<file path="config.mk">
export PLATFORM = sky130hd
export DESIGN_NAME = instr_loader_flat
export DESIGN_NICKNAME = d
export VERILOG_FILES = /design/src/rtl/instr_loader_pkg.sv /design/src/rtl/instr_loader_if.sv /design/src/rtl/instr_loader_pack.sv /design/src/rtl/instr_loader.sv /design/src/flat_wrapper.sv
export SDC_FILE = /design/constraint.sdc
export NUM_CORES = 1
export LEC_CHECK = 0
export ABC_AREA = 1
export BUFFER_PORTS_ARGS = -buffer_cell sky130_fd_sc_hd__buf_2
export CAP_MARGIN = 20
export CORE_MARGIN = 3
export CORE_UTILIZATION = 50
export CTS_CLUSTER_DIAMETER = 200
export DETAILED_ROUTE_END_ITERATION = 7
export PLACE_DENSITY = 0.81
export RECOVER_POWER = 50
export SETUP_SLACK_MARGIN = 0.15
export SYNTH_ARGS = -nofsm -noshare
export SYNTH_HDL_FRONTEND = slang
export SYNTH_SLANG_ARGS = --single-unit
</file>
<file path="constraint.sdc">
create_clock -name clk -period 1.9 [get_ports clk]
set_input_delay 0.475 -clock clk [delete_from_list [all_inputs] [get_ports clk]]
set_output_delay 0.475 -clock clk [all_outputs]
set_load 0.005 [all_outputs]
</file>
<file path="src/rtl/instr_loader_pkg.sv">
// Shared definitions for the instruction loader: state encoding,
// default terminator word and instruction field positions.
package instr_loader_pkg;

    typedef enum logic [2:0] {
        IDLE,
        HI,
        LO,
        WRITE,
        CHK,
        DONE
    } state_t;

    localparam logic [15:0] END_WORD_DEF = 16'hFFFF;

    // Instruction word layout: opcode[15:10] | reg[9] | address[8:0]
    localparam int unsigned OPC_MSB = 15;
    localparam int unsigned OPC_LSB = 10;
    localparam int unsigned REG_BIT = 9;
    localparam int unsigned ADR_MSB = 8;

endpackage

</file>
<file path="src/rtl/instr_loader_if.sv">
// Byte-stream input handshake plus instruction-memory write bus.
// master: upstream source / memory side; slave: the loader.
interface instr_loader_if #(
    parameter int ADDR_W = 9
);
    logic [7:0]        in_data;
    logic              in_valid;
    logic              in_ready;
    logic              wr_en;
    logic [ADDR_W-1:0] wr_addr;
    logic [15:0]       wr_data;

    modport master (
        output in_data, in_valid,
        input  in_ready, wr_en, wr_addr, wr_data
    );

    modport slave (
        input  in_data, in_valid,
        output in_ready, wr_en, wr_addr, wr_data
    );
endinterface

</file>
<file path="src/rtl/instr_loader_pack.sv">
// Byte-pair assembler: high byte then low byte into a 16-bit holding
// register. With INSTR_LOADER_CHECKSUM_EN it also keeps a running XOR
// of every accepted byte.
module instr_loader_pack
    import instr_loader_pkg::*;
(
    input  logic        clk,
    input  logic        rst,
    input  logic        clr,
    input  logic        take_hi,
    input  logic        take_lo,
    input  logic [7:0]  byte_in,
`ifdef INSTR_LOADER_CHECKSUM_EN
    output logic [7:0]  chk_sum,
`endif
    output logic [15:0] hold
);

    // Latch each accepted byte into its half of the holding register
    always_ff @(posedge clk or negedge rst) begin
        if (!rst) begin
            hold <= '0;
        end else begin
            if (take_hi) hold[OPC_MSB -: 8]   <= byte_in;
            if (take_lo) hold[ADR_MSB-1 -: 8] <= byte_in;
        end
    end

`ifdef INSTR_LOADER_CHECKSUM_EN
    // Running XOR of accepted word bytes, restarted with each load
    always_ff @(posedge clk or negedge rst) begin
        if (!rst) begin
            chk_sum <= '0;
        end else if (clr) begin
            chk_sum <= '0;
        end else if (take_hi || take_lo) begin
            chk_sum <= chk_sum ^ byte_in;
        end
    end
`endif

endmodule

</file>
<file path="src/rtl/instr_loader.sv">
// Instruction loader: takes a program as a byte stream, writes 16-bit
// words to consecutive instruction-memory addresses from 0, and raises
// fin_file when END_WORD has been written (or memory is full).
// Optional: INSTR_LOADER_CHECKSUM_EN adds a trailing checksum byte and chk_err.
module instr_loader
    import instr_loader_pkg::*;
#(
    parameter int          ADDR_W   = 9,
    parameter int          DEPTH    = 512,
    parameter logic [15:0] END_WORD = END_WORD_DEF
) (
    input  logic              clk,
    input  logic              rst,
    input  logic              bgn,
    instr_loader_if.slave     bus,
    output logic [ADDR_W:0]   word_count,
    output logic              fin_file,
`ifdef INSTR_LOADER_CHECKSUM_EN
    output logic              chk_err,
`endif
    output logic              overflow
);

    localparam logic [ADDR_W-1:0] LAST = ADDR_W'(DEPTH - 1);

    state_t            state;
    logic              in_ready_q;
    logic              wr_en_q;
    logic [ADDR_W-1:0] addr_q;
    logic [15:0]       hold;
    logic              xfer;
    logic              clr;
`ifdef INSTR_LOADER_CHECKSUM_EN
    logic [7:0]        chk_sum;
`endif

    assign xfer = bus.in_valid && in_ready_q;
    assign clr  = (state == IDLE) && bgn;

    assign bus.in_ready = in_ready_q;
    assign bus.wr_en    = wr_en_q;
    assign bus.wr_addr  = addr_q;
    assign bus.wr_data  = hold;

    instr_loader_pack u_pack (
        .clk     (clk),
        .rst     (rst),
        .clr     (clr),
        .take_hi (xfer && (state == HI)),
        .take_lo (xfer && (state == LO)),
        .byte_in (bus.in_data),
`ifdef INSTR_LOADER_CHECKSUM_EN
        .chk_sum (chk_sum),
`endif
        .hold    (hold)
    );

    // Load sequencer with registered handshake, strobe and status outputs
    always_ff @(posedge clk or negedge rst) begin
        if (!rst) begin
            state      <= IDLE;
            in_ready_q <= 1'b0;
            wr_en_q    <= 1'b0;
            addr_q     <= '0;
            word_count <= '0;
            fin_file   <= 1'b0;
            overflow   <= 1'b0;
`ifdef INSTR_LOADER_CHECKSUM_EN
            chk_err    <= 1'b0;
`endif
        end else begin
            wr_en_q <= 1'b0;
            case (state)
                IDLE: begin
                    if (bgn) begin
                        addr_q     <= '0;
                        word_count <= '0;
                        overflow   <= 1'b0;
                        fin_file   <= 1'b0;
`ifdef INSTR_LOADER_CHECKSUM_EN
                        chk_err    <= 1'b0;
`endif
                        in_ready_q <= 1'b1;
                        state      <= HI;
                    end
                end
                HI: begin
                    if (xfer) state <= LO;
                end
                LO: begin
                    if (xfer) begin
                        in_ready_q <= 1'b0;
                        wr_en_q    <= 1'b1;
                        state      <= WRITE;
                    end
                end
                WRITE: begin
                    word_count <= word_count + 1'b1;
                    if (hold == END_WORD) begin
`ifdef INSTR_LOADER_CHECKSUM_EN
                        in_ready_q <= 1'b1;
                        state      <= CHK;
`else
                        fin_file   <= 1'b1;
                        state      <= DONE;
`endif
                    end else if (addr_q == LAST) begin
                        overflow   <= 1'b1;
                        fin_file   <= 1'b1;
                        state      <= DONE;
                    end else begin
                        addr_q     <= addr_q + 1'b1;
                        in_ready_q <= 1'b1;
                        state      <= HI;
                    end
                end
`ifdef INSTR_LOADER_CHECKSUM_EN
                CHK: begin
                    if (xfer) begin
                        chk_err    <= (bus.in_data != chk_sum);
                        in_ready_q <= 1'b0;
                        fin_file   <= 1'b1;
                        state      <= DONE;
                    end
                end
`endif
                DONE: begin
                    if (!bgn) state <= IDLE;
                end
                default: begin
                    in_ready_q <= 1'b0;
                    state      <= IDLE;
                end
            endcase
        end
    end

endmodule

</file>
<file path="src/flat_wrapper.sv">
// flat-port wrapper written by rule: the top's interface ports become plain ports
module instr_loader_flat import instr_loader_pkg::*;
#(
    parameter int          ADDR_W   = 9,
    parameter int          DEPTH    = 512,
    parameter logic [15:0] END_WORD = END_WORD_DEF
)
  (clk, rst, bgn, word_count, fin_file, overflow, bus_in_data, bus_in_valid, bus_in_ready, bus_wr_en, bus_wr_addr, bus_wr_data);
  instr_loader_if #(.ADDR_W(ADDR_W)) bus_i ();
  input  logic clk;
  input  logic rst;
  input  logic bgn;
  output logic [ADDR_W:0] word_count;
  output logic fin_file;
  output logic overflow;
  input wire logic [$bits(bus_i.in_data)-1:0] bus_in_data;
  input wire logic [$bits(bus_i.in_valid)-1:0] bus_in_valid;
  output wire logic [$bits(bus_i.in_ready)-1:0] bus_in_ready;
  output wire logic [$bits(bus_i.wr_en)-1:0] bus_wr_en;
  output wire logic [$bits(bus_i.wr_addr)-1:0] bus_wr_addr;
  output wire logic [$bits(bus_i.wr_data)-1:0] bus_wr_data;
  assign bus_i.in_data = bus_in_data;
  assign bus_i.in_valid = bus_in_valid;
  assign bus_in_ready = bus_i.in_ready;
  assign bus_wr_en = bus_i.wr_en;
  assign bus_wr_addr = bus_i.wr_addr;
  assign bus_wr_data = bus_i.wr_data;
  instr_loader #(.ADDR_W(ADDR_W), .DEPTH(DEPTH), .END_WORD(END_WORD)) u_core (.clk(clk), .rst(rst), .bgn(bgn), .bus(bus_i), .word_count(word_count), .fin_file(fin_file), .overflow(overflow));
endmodule
</file>
## Word level (Yosys, flattened, before mapping)

Index checks and enable logic that the tools add are counted.

- Register bits: 42
- Bits of input ports: 12
- Output and inout bits: 39
- Word-level logic and storage cells: 64

- $add $sub $neg: 2
- Eq/ne operators: 14
- Multiplexer cells: 26
- Bitwise gates (word level): 1
- Reductions and logical operators: 12

Operator list:

| operator | number |
|---|---|
| $mux W9 | 3 |
| $pmux W10 S2 | 1 |
| $mux W3 | 6 |
| $pmux W9 S2 | 1 |
| $eq A16 B16 Y1 const B | 1 |
| $pmux W3 S5 | 1 |
| $reduce_and A4 Y1 | 3 |
| $add A10 B1 Y10 const B | 1 |
| $mux W1 | 10 |
| $mux W10 | 1 |
| $add A9 B1 Y9 const B | 1 |
| $eq A9 B9 Y1 const B | 1 |
| $ne A2 B2 Y1 const B | 4 |
| $eq A3 B2 Y1 const B | 2 |
| $ne A2 B1 Y1 const B | 3 |
| $reduce_and A5 Y1 | 1 |
| $pmux W1 S2 | 2 |
| $pmux W1 S4 | 1 |
| $eq A3 B1 Y1 const B | 1 |
| $eq A3 B3 Y1 const B | 1 |
| $logic_and A1 B1 Y1 | 3 |
| $logic_not A3 Y1 | 1 |
| $ne A3 B1 Y1 const B | 1 |
| $reduce_and A3 Y1 | 1 |
| other kinds (4) | 4 |

## Depth between registers and ports, before layout

- Depth in word-level cells: 4
- Depth in mapped cells: 12
- Depth with buffers taken out: 12

## Cells and area by module

Synthesis repeated with hierarchy kept, for this count alone.

- Cell total of the unflattened synthesis: 293
- Area, all modules: 2164.6 um^2

By module, submodules not included:

| module | times used | cells an instance | area each (um^2) | sequential area each (um^2) |
|---|---|---|---|---|
| instr_loader | 1 | 225 | 1554.0 | 650.6 |
| instr_loader_pack | 1 | 68 | 610.6 | 400.4 |

## Worst setup path after synthesis

Ideal clock, no wire load.

- Kind: register to register
- From: reg u_core.addr_q[0], in the netlist u_core.bus.wr_addr[0]
- To: reg u_core.addr_q[5], in the netlist u_core.bus.wr_addr[5]
- Library setup time: 117 ps
- Arrival: 1606 ps
- Data required time: 1783 ps
- Path slack: 177 ps
- Cell stages (with the launch flop): 12
- Buffers on the path: 0
- Period minus slack after synthesis: 1723 ps
- Cell sequence: dfrtp_1 -> ha_1 -> nand2_1 -> nor2_1 -> nand3_1 -> nor2_1 -> ha_1 -> nor2_4 -> o21ai_2 -> nand2_1 -> nand2_1 -> nand2_1

- Longest elaborated chain between the ends: 4
- Elaborated cells between the ends (all ways): 7
- Classes of those cells: add/sub (1); eq/ne (2); mux (3); reduce/logical (1)

Ends and longest elaborated chain:

| item | RTL line | text |
|---|---|---|
| start: declaration | instr_loader.sv:29 | `logic [ADDR_W-1:0] addr_q;` |
| start signal: assignment | instr_loader.sv:112 | `addr_q <= addr_q + 1'b1;` |
| $add A9 B1 Y9 | instr_loader.sv:112 |  |
| $mux W9 | instr_loader.sv:107 | `end else if (addr_q == LAST) begin` |
| $mux W9 | instr_loader.sv:99 | `if (hold == END_WORD) begin` |
| $pmux W9 S2 | instr_loader.sv:73 | `case (state)` |

Several ways; a longest one is shown, not always the timed one. The select of a mux whose other input is x is not followed.
A chain may end at the register's enable or synchronous reset.

## Worst setup path after layout

- From: reg u_core.addr_q[0], in the netlist u_core.bus.wr_addr[0]
- To: reg u_core.addr_q[3], in the netlist u_core.bus.wr_addr[3]

Same word-level chain as after synthesis.

==> impl_results.md <==
* Status: completed
* Clk sinks at 42
* Clk buf depth at 2
* Hold WC Path Type: primary input to async pin
* Startpoint Class: register
* Core footprint at about 3800 µm²
* Worst Path Max Fanout at 5
* Final Setup Violations at 0
* Slowest stage cell, crit path: dfrtp_1
* Final period util at roughly nine tenths
* First-pass GRT wire length at just over 8 mm
* Seq/Total Area, Yosys at between 50% and 60%
* Worst slew margin at between 30% and 40%
* VDD IR-drop max at 0.8552 mV
* Endpoints failing hold at 0
* Crit path top cell by count: nor2_4
* Initial DRC Count at between 150 and 200
* Clock-pin transition on the worst setup and hold timing paths at approximately 0.08 ns
* CTS tree: yes
* Max Freq at roughly 590 MHz
* Synth unique cells at 27
* Total CTS buffers at 5
* Starting density of the core at between 50% and 60%
* H-Tree Depth at 2
* Largest stage delay, worst path at roughly 0.4 ns
* Die H at 70.12 µm
* Total number of vias at 1900
* Final Skew at 0.003563 ns
* Crit-path cells: ha_2 > nand2_2 > nor2_4 > nand3_4 > nor2_4 > ha_4 > nor2_4 > inv_2 > nor2_4 > nor2_4 > nand2_1 > nand2_1
* Number of vias per cell at between 5 and 6
* Max cap viols at 0
* Die area at slightly below 5000 µm²
* Die Wd at ~70 µm
* Crit Path Category: register to register
* Static Leak at around 1.4 nW
* Initial DRT Pass Iterations at 5
* Grt ovf at 0
* Antenna violations before repair at 0
* Min cycle time layout at about 1.7 ns
* RSZ-0062 raised after global routing: true
* Ys Warns at 0
* Post-CTS Hold Buffers at 0
* R2R cell count at 12
* Root buf cell: clkbuf_8
* Area Growth Syn to Fin at 25.14%
* Mapped Area at 2056 µm²
* DP Worst Slack at -0.09543 ns
* Worst-Skew Late Latency at around 0.30 ns
* Crit path DAT at ~1.9 ns
* Most common cell after layout, fill and taps aside: nand2_1
* PwrDens at around 1300 nW/µm²
* Share of layout cells above drive strength 1 at 26.01%
* Final wirelength at roughly 4.9 mm
* ANT nets after route at 0
* Fin nets at around 340
* Most frequent cells in the layout: nand2_1, buf_2, dfrtp_1, inv_1, o21ai_0
* TNS Setup at 0 ns
* Yosys reg bits at 42
* Routability cong. at 0.8584
* Worst Setup End Kind: register
* Largest net degree at the start of global routing at 43
* DR DRC count at 0
* Setup ws final at around 0.19 ns
* Mapped Cells at ~260
* Worst slew pin tran at 1.017 ns
* Fin. max-slew vios at 0
* HPWL after DPL at 3.449 mm
* I/O pin count at 51
* Number of inserted diodes at 0
* All-Layer GR Usage at between 20% and 30%
* Syn avg cell area at around 8.0 µm²
* Port Buffers at 50
* Worst hold slack at around 0.42 ns
* Syn Nets at between 200 and 300
* Vias in the first global route at between 1500 and 2000
* WP data required at between 2 and 2.5 ns
* Wirelength per Cell at about 13 µm
* Row count at 22
## kinds of logic (layout without fill, tap and decap cells)
group                      Yosys count  count (layout)  share of synthesized area, %
AOI/OAI and AO/OA                   34              35                         8.643
xor gates and xnor gates             2               2                        0.8523
adders and majority gates            3               3                         1.826
buffers and inverters               34              99                         6.999
DFF                                 42              42                         51.13
and+or+nand+nor                    142             142                         30.55
## repair_timing
action                     4_1_cts  5_1_grt
setup endpoints to repair       13       14
pin swaps                        6        8
gates resized for setup          8        8
setup buffers                    2        4
gates cloned                     0        1
## worst paths after layout
check	start	end	slack [ns]
min reg2reg	u_core.u_pack.hold[3]	u_core.u_pack.hold[3]	0.52
max in group asynchronous	rst	u_core.bus.wr_addr[7]	0.85
max reg2reg	u_core.bus.wr_addr[0]	u_core.bus.wr_addr[3]	0.19
max	u_core.bus.wr_addr[0]	u_core.bus.wr_addr[3]	0.19
min	rst	u_core.u_pack.hold[0]	0.42
min in group clk	bus_in_data[3]	u_core.u_pack.hold[3]	0.42
## critical path, delay by kind of cell (launching register included)
kind / cells / cell delay, ns
buffers and inverters: 1 / 0.06
adder cells (fa/ha/maj): 2 / 0.36
AND/OR/NAND/NOR: 9 / 0.78
flip-flops: 1 / 0.40
## per-stage QoR
stage	cells	instance area (µm²)	util (%)	total power, W
after floorplan	257	2056	-	0.002227
after CTS	366	2502	65.88	0.003369
after detailed placement	356	2369	62.35	0.002738
final	371	2572	67.72	0.003397
after global placement	356	2369	62.35	0.002673
after global routing	371	2572	67.72	0.003673
## state kept, by name, summed over array words and instances (netlist names)
name and count:
u_core.fin_file 1, u_core.bus.wr_addr 9, u_core.u_pack.hold 16, u_core.bus.in_ready 1
u_core.bus.wr_en 1, u_core.state 3, u_core.overflow 1, u_core.word_count 10
## synthesized netlist by cell type, drive strengths merged
master / count / area share (%)
or2: 1 / 0.30
inv: 31 / 5.7
a31oi: 1 / 0.30
nor3: 2 / 0.49
nand2: 87 / 16
buf: 3 / 1.3
dfrtp: 42 / 51
nor2: 26 / 5.8
nand4: 2 / 0.61
o22ai: 2 / 0.61
xnor2: 1 / 0.43
nor3b: 2 / 0.73
o21ai: 30 / 7.5
a21oi: 1 / 0.24
nand3b: 1 / 0.37
nand3: 21 / 6.2
xor2: 1 / 0.43
ha: 3 / 1.8
## layout make-up
cell class | count | area [µm²]
Multi-Input combinational cell | 182 | 934.6
Fill cell | 315 | 1226
Clock inverter | 1 | 5.005
Tap cell | 48 | 60.06
Inverter | 31 | 116.4
Clock buffer | 7 | 86.33
Sequential cell | 42 | 1051
Timing Repair Buffer | 60 | 319.1
## report_power, final
group / internal [W] / switching [W]
registers: 0.00119 / 0.000280
logic: 0.000540 / 0.000788
clock network: 0.000293 / 0.000307
total: 0.00202 / 0.00137
## routing by layer
metal	wire (µm)	up-vias	global-route usage (%)
met5	0	-	0
met2	2355	67	32.63
met1	2264	878	27.43
met3	272	5	4.604
li1	-	950	-
met4	45	0	8.085
Note: power is estimated with default switching activity, not from simulation.
